## src/rtl/game_pkg.sv

```systemverilog
// -----------------------------------------------------------------------------
// game_pkg
// Shared types and constants for the game sequencer and its switch front end.
//   state_e      : sequencer state encoding (IDLE, PLAY, END_SHOW)
//   *SHOW        : fixed 7-segment codes driven by the sequencer
//   LED_OFF      : all LEDs dark (LEDs are active-low)
//   SW_RELEASED  : switch pattern meaning "no switch pressed" / "no event"
// -----------------------------------------------------------------------------
package game_pkg;

  typedef enum logic [1:0] {
    ST_IDLE     = 2'd0,
    ST_PLAY     = 2'd1,
    ST_END_SHOW = 2'd2
  } state_e;

  localparam logic [7:0] GOODSHOW    = 8'd255;
  localparam logic [7:0] ENDSHOW     = 8'd253;
  localparam logic [7:0] IDLESHOW    = 8'd252;
  localparam logic [3:0] LED_OFF     = 4'b1111;
  localparam logic [3:0] SW_RELEASED = 4'b1111;

  // Unsigned 8-bit maximum; an 8-bit result can never exceed 255, so the
  // running best score saturates naturally.
  function automatic logic [7:0] max_u8(input logic [7:0] a, input logic [7:0] b);
    return (a > b) ? a : b;
  endfunction

endpackage

```

## src/rtl/sw_debounce.sv

```systemverilog
// -----------------------------------------------------------------------------
// sw_debounce
// Synchronizes the raw 4-bit player switches, debounces them and emits a
// one-cycle press event when the debounced value leaves the released pattern.
//   clk    : sole clock, rising edge
//   rst    : synchronous active-high reset
//   sw     : raw switches, asynchronous, 4'b1111 = released
//   change : press event, holds the new switch value for one cycle,
//            4'b1111 otherwise
// -----------------------------------------------------------------------------
module sw_debounce
  import game_pkg::*;
#(
  parameter int DEBOUNCE_CYC = 250_000
) (
  input  logic       clk,
  input  logic       rst,
  input  logic [3:0] sw,
  output logic [3:0] change
);

  localparam int CW = $clog2(DEBOUNCE_CYC + 1);

  logic [3:0]    sync1_q, sync2_q;
  logic [3:0]    cand_q;     // value the stability counter is timing
  logic [CW-1:0] cnt_q;      // cycles cand_q has been seen, saturating
  logic [3:0]    sw_db_q;    // debounced switch value
  logic [3:0]    db_prev_q;  // sw_db_q one cycle ago, for edge detection
  logic [3:0]    change_q;

  // NOTE: every register here is sequential state and is written with <=, so
  // all reads in this block see the pre-edge values regardless of order.
  always_ff @(posedge clk) begin
    if (rst) begin
      sync1_q   <= SW_RELEASED;
      sync2_q   <= SW_RELEASED;
      cand_q    <= SW_RELEASED;
      cnt_q     <= '0;
      sw_db_q   <= SW_RELEASED;
      db_prev_q <= SW_RELEASED;
      change_q  <= SW_RELEASED;
    end else begin
      sync1_q <= sw;
      sync2_q <= sync1_q;

      // A new synchronized value counts as its own first stable cycle; the
      // debounced value follows once it has been seen DEBOUNCE_CYC times.
      if (sync2_q != cand_q) begin
        cand_q <= sync2_q;
        cnt_q  <= CW'(1);
      end else if (cnt_q >= CW'(DEBOUNCE_CYC - 1)) begin
        sw_db_q <= cand_q;
      end else begin
        cnt_q <= cnt_q + CW'(1);
      end

      // Only a departure from the released pattern is a press; moving
      // between two pressed patterns stays silent until release.
      db_prev_q <= sw_db_q;
      if (db_prev_q == SW_RELEASED && sw_db_q != SW_RELEASED) begin
        change_q <= sw_db_q;
      end else begin
        change_q <= SW_RELEASED;
      end
    end
  end

  assign change = change_q;

endmodule

```

## src/rtl/game_sequencer.sv

```systemverilog
// -----------------------------------------------------------------------------
// game_sequencer
// Top-level game flow: waits in IDLE for a start press, enables the game core
// in PLAY, then hands the display to the end-display block in END_SHOW until it
// reports done or a hold timer expires. Tracks the best level reached.
//   clk, rst                 : clock and synchronous active-high reset
//   start, sw                : raw, asynchronous start button and switches
//   adv_seg7/light/end/level : display, LEDs, end flag, level from game core
//   end_seg7/light/done      : display, LEDs, done flag from end-display block
//   play_en, end_en          : enables to game core / end-display block
//   change                   : one-cycle press event to the game core
//   seg7, lighting, best     : arbitrated display, LEDs, highest level
// All outputs are registered from the current state and inputs.
// -----------------------------------------------------------------------------
module game_sequencer
  import game_pkg::*;
#(
  parameter int DEBOUNCE_CYC = 250_000,
  parameter int END_HOLD     = 75_000_000
) (
  input  logic       clk,
  input  logic       rst,
  input  logic       start,
  input  logic [3:0] sw,
  input  logic [7:0] adv_seg7,
  input  logic [3:0] adv_light,
  input  logic       adv_end,
  input  logic [7:0] adv_level,
  input  logic [7:0] end_seg7,
  input  logic [3:0] end_light,
  input  logic       end_done,
  output logic       play_en,
  output logic       end_en,
  output logic [3:0] change,
  output logic [7:0] seg7,
  output logic [3:0] lighting,
  output logic [7:0] best
);

  localparam int HW = $clog2(END_HOLD + 1);

  state_e        state_q;
  logic          start_s1_q, start_s2_q, start_prev_q;
  logic          start_rise;
  logic [HW-1:0] hold_q;
  logic [3:0]    press_event;

  logic          play_en_q, end_en_q;
  logic [3:0]    change_q, lighting_q;
  logic [7:0]    seg7_q, best_q;

  sw_debounce #(
    .DEBOUNCE_CYC(DEBOUNCE_CYC)
  ) u_sw_debounce (
    .clk    (clk),
    .rst    (rst),
    .sw     (sw),
    .change (press_event)
  );

  // The edge detector keeps running in every state, so a press seen while
  // not in IDLE is consumed and never replayed later.
  assign start_rise = start_s2_q & ~start_prev_q;

  // NOTE: reset is tested first so it overrides every transition and load
  // in the same cycle.
  always_ff @(posedge clk) begin
    if (rst) begin
      state_q      <= ST_IDLE;
      start_s1_q   <= 1'b0;
      start_s2_q   <= 1'b0;
      start_prev_q <= 1'b0;
      hold_q       <= '0;
      play_en_q    <= 1'b0;
      end_en_q     <= 1'b0;
      change_q     <= SW_RELEASED;
      seg7_q       <= IDLESHOW;
      lighting_q   <= LED_OFF;
      best_q       <= '0;
    end else begin
      start_s1_q   <= start;
      start_s2_q   <= start_s1_q;
      start_prev_q <= start_s2_q;

      case (state_q)
        ST_PLAY: begin
          play_en_q  <= 1'b1;
          end_en_q   <= 1'b0;
          seg7_q     <= adv_seg7;
          lighting_q <= adv_light;
          change_q   <= press_event;
          if (adv_end) begin
            state_q <= ST_END_SHOW;
            // Loaded with END_HOLD-1 so the state lasts at most END_HOLD cycles.
            hold_q  <= HW'(END_HOLD - 1);
            best_q  <= max_u8(best_q, adv_level);
          end
        end
        ST_END_SHOW: begin
          play_en_q  <= 1'b0;
          end_en_q   <= 1'b1;
          seg7_q     <= end_seg7;
          lighting_q <= end_light;
          change_q   <= SW_RELEASED;
          if (end_done || hold_q == '0) begin
            state_q <= ST_IDLE;
          end else begin
            hold_q <= hold_q - HW'(1);
          end
        end
        default: begin
          play_en_q  <= 1'b0;
          end_en_q   <= 1'b0;
          seg7_q     <= IDLESHOW;
          lighting_q <= LED_OFF;
          change_q   <= SW_RELEASED;
          state_q    <= start_rise ? ST_PLAY : ST_IDLE;
        end
      endcase
    end
  end

  assign play_en  = play_en_q;
  assign end_en   = end_en_q;
  assign change   = change_q;
  assign seg7     = seg7_q;
  assign lighting = lighting_q;
  assign best     = best_q;

endmodule

```

## config.mk

```make
export PLATFORM = sky130hd
export DESIGN_NAME = game_sequencer
export DESIGN_NICKNAME = d
export VERILOG_FILES = /design/src/rtl/game_pkg.sv /design/src/rtl/sw_debounce.sv /design/src/rtl/game_sequencer.sv
export SDC_FILE = /design/constraint.sdc
export NUM_CORES = 1
export LEC_CHECK = 0
export ABC_CLOCK_PERIOD_IN_PS = 2500
export BUFFER_PORTS_ARGS = -buffer_cell sky130_fd_sc_hd__buf_4
export CAP_MARGIN = 10
export CORE_UTILIZATION = 56
export DETAILED_ROUTE_END_ITERATION = 10
export GPL_ROUTABILITY_DRIVEN = 1
export GPL_TIMING_DRIVEN = 0
export HOLD_SLACK_MARGIN = 0.06
export PLACE_DENSITY = 0.8
export SYNTH_ARGS = -nofsm -noshare
export SYNTH_HDL_FRONTEND = slang
export SYNTH_SLANG_ARGS = --single-unit
```

## constraint.sdc

```tcl
create_clock -name clk -period 2.5 [get_ports clk]
set_clock_uncertainty 0.15 [all_clocks]
set_input_delay 0.25 -clock clk [delete_from_list [all_inputs] [get_ports clk]]
set_output_delay 0.25 -clock clk [all_outputs]
set_load 0.05 [all_outputs]
```

======== Word level (Yosys, flattened, before mapping) ========
Index checks and enable logic that the tools add are counted.
word-level totals
  output and inout bits ................... 26
  flip-flop bits (word level) ............. 100
  input bits .............................. 41
cells by class
  bitwise logic cells ..................... 6
  equal/unequal tests ..................... 9
  muxes and demuxes ....................... 13
  add/subtract/negate cells ............... 2
  magnitude comparators ................... 2
  reduce and logical (&&, ||, !) cells .... 11
operators with widths
  operator                 count
  $mux W27                 2
  $pmux W27 S2             1
  $logic_not A27 Y1        1
  $sub A27 B1 Y27 const B  1
  $add A18 B1 Y18 const B  1
  $ge A18 B18 Y1 const B   1
  $pmux W8 S2              1
  $gt A8 B8 Y1             1
  $pmux W4 S2              1
  $ne A2 B2 Y1 const B     3
  $reduce_and A3 Y1        2
  $reduce_or A2 Y1         3
  $mux W1                  5
  $not A1 Y1               5
  $eq A4 B4 Y1 const B     1
  $mux W2                  2
  $ne A4 B4 Y1             1
  $ne A4 B4 Y1 const B     1
  $pmux W2 S2              1
  $reduce_and A2 Y1        2
  $eq A2 B1 Y1 const B     1
  $eq A2 B2 Y1 const B     1
  $ne A2 B1 Y1 const B     1
  $reduce_bool A2 Y1       1
  3 further kinds          3

======== Logic depth before layout (Yosys ltp) ========
  word-level depth ........................ 4
  depth in mapped cells ................... 9
  depth with buffers taken out ............ 7

======== Hierarchy ========
A second synthesis with hierarchy kept.
unflattened totals
  cells, all modules ...................... 450
  area, all modules ....................... 4,362.9 µm²
modules (own cells, without submodules)
  module          cells each  times used  area an instance (µm²)
  game_sequencer  278         1           2,661.3
  sw_debounce     172         1           1,701.6

======== Least setup slack after synthesis ========
Ideal clock, no wire load.
  kind .................................... flip-flop to flip-flop
  start ................................... reg best_q[0] (netlist: best[0])
  end ..................................... reg best_q[0] (netlist: best[0])
  data arrival time ....................... 2,092 ps
  slack ................................... 184 ps
  library setup time ...................... 74 ps
  data required time ...................... 2,276 ps
  cell stages (with the launch flop) ...... 8
  period minus slack after synthesis ...... 2,316 ps
  cells stage by stage .................... dfxtp_1 inv_1 ha_1 nor2b_1 o211ai_1 a21o_1 a21oi_1 mux2i_1
between the ends
  word-level cells in the longest chain between the ends .. 3
RTL lines
  item                                line                  source
  from (decl)                         game_sequencer.sv:50  logic [7:0] seg7_q, best_q;
  from (signal assigned)              game_sequencer.sv:96  best_q <= max_u8(best_q, adv_level);
  $gt A8 B8 Y1                        game_pkg.sv:26        return (a > b) ? a : b;
  $not A1 Y1 (no source line)         --
  $reduce_and A3 Y1 (no source line)  --
Every way passes these cells.
A chain may end at the register's enable or synchronous reset.

======== Worst setup path after layout ========
  start ................................... reg state_q[1]
  end ..................................... reg hold_q[13]
between the ends
  word-level cells in the longest chain between the ends .. 3
RTL lines
  item                                                                        line                   source
  from (decl)                                                                 game_sequencer.sv:42   state_e state_q;
  from (signal assigned)                                                      game_sequencer.sv:117  state_q <= start_rise ? ST_PLAY : ST_IDLE;
  $eq A2 B2 Y1 / $eq A2 B1 Y1 (equally long branches)                         game_sequencer.sv:85   case (state_q)
  $ne A2 B2 Y1 (no source line) / $reduce_bool A2 Y1 (equally long branches)  --
  $reduce_and A3 Y1 (no source line)                                          --
  to (signal assigned)                                                        game_sequencer.sv:95   hold_q <= HW'(END_HOLD - 1);
  to (signal assigned)                                                        game_sequencer.sv:108  hold_q <= hold_q - HW'(1);
  to (decl)                                                                   game_sequencer.sv:45   logic [HW-1:0] hold_q;
Several ways; a longest one is shown, not always the timed one.

==> flow_metrics.env <==
export IMPL_final_area_um2=5590
export IMPL_max_slew_margin=0.587
export IMPL_drt_iter0_drc=190
export IMPL_synth_async_reset_ratio=0
export IMPL_ys_flop_type="sky130_fd_sc_hd__dfxtp_1"
export IMPL_number_of_global_route_vias_before_repair=3689
export IMPL_die_w_um=90.0
export IMPL_cts_reportedPaths_clkPinSlew_ns=0.10
export IMPL_switching_share=0.285
export IMPL_gr_total_overflow=0
export IMPL_gpl_final_weighted_congestion=0.850
export IMPL_setup_worst_path_start_class="register"
export IMPL_htreeDepth=3
export IMPL_placed_cell_count=637
export IMPL_hold_path_end="state_q[1]$_SDFFE_PP0P_"
export IMPL_static_leakage_power_nw=2.15
export IMPL_worstReg2RegStart="state_q[1]$_SDFFE_PP0P_"
export IMPL_timing_critical_path_required_ns=2.65
export IMPL_synth_enable_flop_cells=0
export IMPL_tritoncts_num_sinks=100
export IMPL_clock_root_buffer="sky130_fd_sc_hd__clkbuf_8"
export IMPL_intPower_w=0.00221
export IMPL_min_delay_path_depth=4
export IMPL_num_rows=31
export IMPL_cell_area_after_technology_mapping_um2=4340
export IMPL_clock_latency_of_the_later_clocked_register_in_the_worst_skew_pair_ns=0.38
export IMPL_unrepaired_setup_endpoints_after_global_routing="true"
export IMPL_hold_crit_start="end_done"
export IMPL_maxClockFrequency_ghz=0.424
export IMPL_syn_to_final_growth_pct=28.8
export IMPL_gr_usage_all_layers=0.272
export IMPL_die_height_um=90.0
export IMPL_finalMaxSlewViolations=0
export IMPL_power_frac_seq=0.537
export IMPL_vias=3934
export IMPL_final_period_utilization=0.944
export IMPL_grt_max_degree=18
export IMPL_critical_path_reg2reg_endpoint="hold_q[13]$_SDFFE_PP0P_"
export IMPL_status="finished clean"
export IMPL_hold_viol_final=0
export IMPL_ratio_of_cells_with_drive_above_1_in_the_final_layout=0.205
export IMPL_syn_nets=525
export IMPL_drt_pass1_iter_count=4
export IMPL_top_level_ports=67
export IMPL_number_of_buffers_created_by_cts=9
export IMPL_synth_avg_cell_area_um2=9.19
export IMPL_setup_violations=0
export IMPL_vdd_drop_max_uv=504
export IMPL_design_die_area_um2=8100
export IMPL_synth_seq_cells=100
export IMPL_register_area_um2=2000
export IMPL_fin_cells=694
export IMPL_core_area_um2=7370
export IMPL_critical_path_arrival_ns=2.52
export IMPL_synth_seq_area_share=0.461
export IMPL_fillerInstances=523
export IMPL_postSynthCellCount=472
export IMPL_place_detailed_hpwl_um=6550
export IMPL_yosysWarnings=0
export IMPL_worstHoldPathType="input pin to register"
export IMPL_antenna_violations_before_repair=0
export IMPL_drv_cap=0
export IMPL_place_area_um2=4960
export IMPL_design_final_nets=643
export IMPL_mostFrequentLayoutCells="sky130_fd_sc_hd__dfxtp_1 (100), sky130_fd_sc_hd__buf_4 (69), sky130_fd_sc_hd__a21oi_1 (41)"
export IMPL_clkPwrFrac=0.307
export IMPL_placement_io_buffers=66
export IMPL_detail_route_antenna_nets=0
export IMPL_reg2reg_setup_slack_ns=0.14
export IMPL_clock_tree_buffer_depth=2
export IMPL_yosysUniqueCellTypes=48
export IMPL_avgViaCountPerCell=5.67
export IMPL_logic_depth_of_the_worst_register_to_register_path=9
export IMPL_setup_worst_path_class="register to register"
export IMPL_start_util=0.589
export IMPL_crit_path_max_fanout=9
export IMPL_finalCriticalPeriod_ns=2.36
export IMPL_worst_pin_slew_ns=0.619
export IMPL_most_common_library_cell_in_the_layout_ignoring_fill_and_taps="sky130_fd_sc_hd__dfxtp_1"
export IMPL_drc=0
export IMPL_cts_tree="built"
export IMPL_p_comb_frac=0.156
export IMPL_critical_path_endpoint_type="register"
export IMPL_multi_input_comb_area_um2=2220
export IMPL_route_detailed_wl_per_inst_um=15.7
export IMPL_drt_wl_total_um=10900
export IMPL_power_density_nw_per_um2=554
export IMPL_switchingPower_w=0.000882
export IMPL_grt_pass1_wl_um=17500
export IMPL_antenna_cells_inserted=0
-- cell type report --
class,count,area share
Timing Repair Buffer,108,0.163
Tap cell,99,0.0222
Sequential cell,100,0.358
Multi-Input combinational cell,332,0.397
Clock buffer,9,0.0222
Inverter,17,0.0114
Buffer,22,0.0170
Clock inverter,7,0.00896
-- power by group through the flow --
stage | Combinational (W) | Clock (W) | Sequential, W
2_1_floorplan | 0.000248 | 0 | 0.00171
3_3_place_gp | 0.000382 | 0 | 0.00169
3_5_place_dp | 0.000392 | 0 | 0.00169
4_1_cts | 0.000435 | 0.000964 | 0.00166
5_1_grt | 0.000528 | 0.00104 | 0.00167
6_report | 0.000483 | 0.000950 | 0.00166
-- cells in the mapped netlist (4+ instances only) --
cell,instances,area share
sky130_fd_sc_hd__mux2i_1,10,0.023
sky130_fd_sc_hd__or3_1,25,0.036
sky130_fd_sc_hd__or4_1,14,0.024
sky130_fd_sc_hd__nor2_1,30,0.026
sky130_fd_sc_hd__or2_2,19,0.027
sky130_fd_sc_hd__and2_1,4,0.0058
sky130_fd_sc_hd__clkbuf_1,18,0.016
sky130_fd_sc_hd__a211oi_1,4,0.0069
sky130_fd_sc_hd__nand4_1,14,0.020
sky130_fd_sc_hd__a31oi_1,5,0.0072
sky130_fd_sc_hd__a221o_1,10,0.023
sky130_fd_sc_hd__dfxtp_1,100,0.46
sky130_fd_sc_hd__buf_2,4,0.0046
sky130_fd_sc_hd__inv_1,17,0.015
sky130_fd_sc_hd__nor3_1,8,0.0092
sky130_fd_sc_hd__nand2_1,15,0.013
sky130_fd_sc_hd__ha_1,12,0.035
sky130_fd_sc_hd__xnor2_1,11,0.022
sky130_fd_sc_hd__nor2b_1,5,0.0072
sky130_fd_sc_hd__o21ai_0,16,0.018
sky130_fd_sc_hd__a21oi_1,42,0.048
sky130_fd_sc_hd__o31ai_1,9,0.016
sky130_fd_sc_hd__nand3_1,11,0.013
sky130_fd_sc_hd__nand2b_1,24,0.035
sky130_fd_sc_hd__and3_1,4,0.0058
sky130_fd_sc_hd__xor2_1,6,0.012
-- worst max-delay path by stage --
stage,start,end,cells past startpoint
6_report,state_q[1]$_SDFFE_PP0P_,hold_q[13]$_SDFFE_PP0P_,9
3_5_place_dp,hold_q[0]$_SDFFE_PP0P_,hold_q[10]$_SDFFE_PP0P_,7
4_1_cts,state_q[1]$_SDFFE_PP0P_,hold_q[2]$_SDFFE_PP0P_,9
5_1_grt,state_q[1]$_SDFFE_PP0P_,hold_q[13]$_SDFFE_PP0P_,9
3_3_place_gp,state_q[1]$_SDFFE_PP0P_,hold_q[3]$_SDFFE_PP0P_,9
2_1_floorplan,best[0]$_SDFFE_PP0P_,best[0]$_SDFFE_PP0P_,7
-- cells by family after synthesis --
| group | share of synthesized area |
|---|---|
| simple gates | 0.249 |
| xor+xnor | 0.0343 |
| buf+inv | 0.0358 |
| compound gates | 0.159 |
| fa+ha+maj | 0.0346 |
| flops | 0.461 |
| mux | 0.0257 |
-- per-stage QoR --
stage	util	TNS [ns]	worst slack (ns)	power (W)	hold WS (ns)
global route	0.758	-0.0512	-0.0280	0.00323	0.186
CTS	0.750	0	0.0213	0.00306	0.186
detailed placement	0.673	-0.00901	-0.00901	0.00209	0.246
floorplan	-	0	0.184	0.00196	0.183
finish	0.758	0	0.140	0.00309	0.217
global placement	0.673	0	0.0599	0.00207	0.242
-- metal layers --
metal  part of all wire  vias to the layer above  GRT usage  wire (um)
met5                  0                        -          0          0
met4              0.015                        0     0.0833        165
met3              0.043                       16     0.0668        468
met2               0.52                       85      0.488       5620
met1               0.42                     1879      0.317       4610
li1                   -                     1954          -          -
-- flip-flops by register name, indices dropped and copies added, names as in the netlist --
signal and flops:
seg7 8, u_sw_debounce.sw_db_q 4, u_sw_debounce.cand_q 4, start_s2_q 1, u_sw_debounce.db_prev_q 4, u_sw_debounce.change 4
start_s1_q 1, u_sw_debounce.sync1_q 4, play_en 1, best 8, end_en 1, lighting 4
state_q 2, u_sw_debounce.sync2_q 4, change 4, hold_q 27, start_prev_q 1, u_sw_debounce.cnt_q 18
-- what timing repair did --
action / in CTS / in global routing
endpoints found under the hold margin: 27 / 0
setup endpoints to repair: 2 / 32
cloned: 0 / 0
pin swaps: 0 / 1
setup buffers: 0 / 3
hold buffers: 39 / 0
resized for setup: 2 / 12
-- critical path, cell delays in order, from the launching register on --
cell and delay (ns):
sky130_fd_sc_hd__dfxtp_1 0.37, sky130_fd_sc_hd__inv_1 0.05, sky130_fd_sc_hd__ha_1 0.16, sky130_fd_sc_hd__buf_2 0.17, sky130_fd_sc_hd__mux2_2 0.25, sky130_fd_sc_hd__and2_1 0.11, sky130_fd_sc_hd__clkbuf_4 0.19, sky130_fd_sc_hd__o21ai_2 0.15
sky130_fd_sc_hd__or4_1 0.51, sky130_fd_sc_hd__a31oi_1 0.16
(Power assumes the default switching activity.)
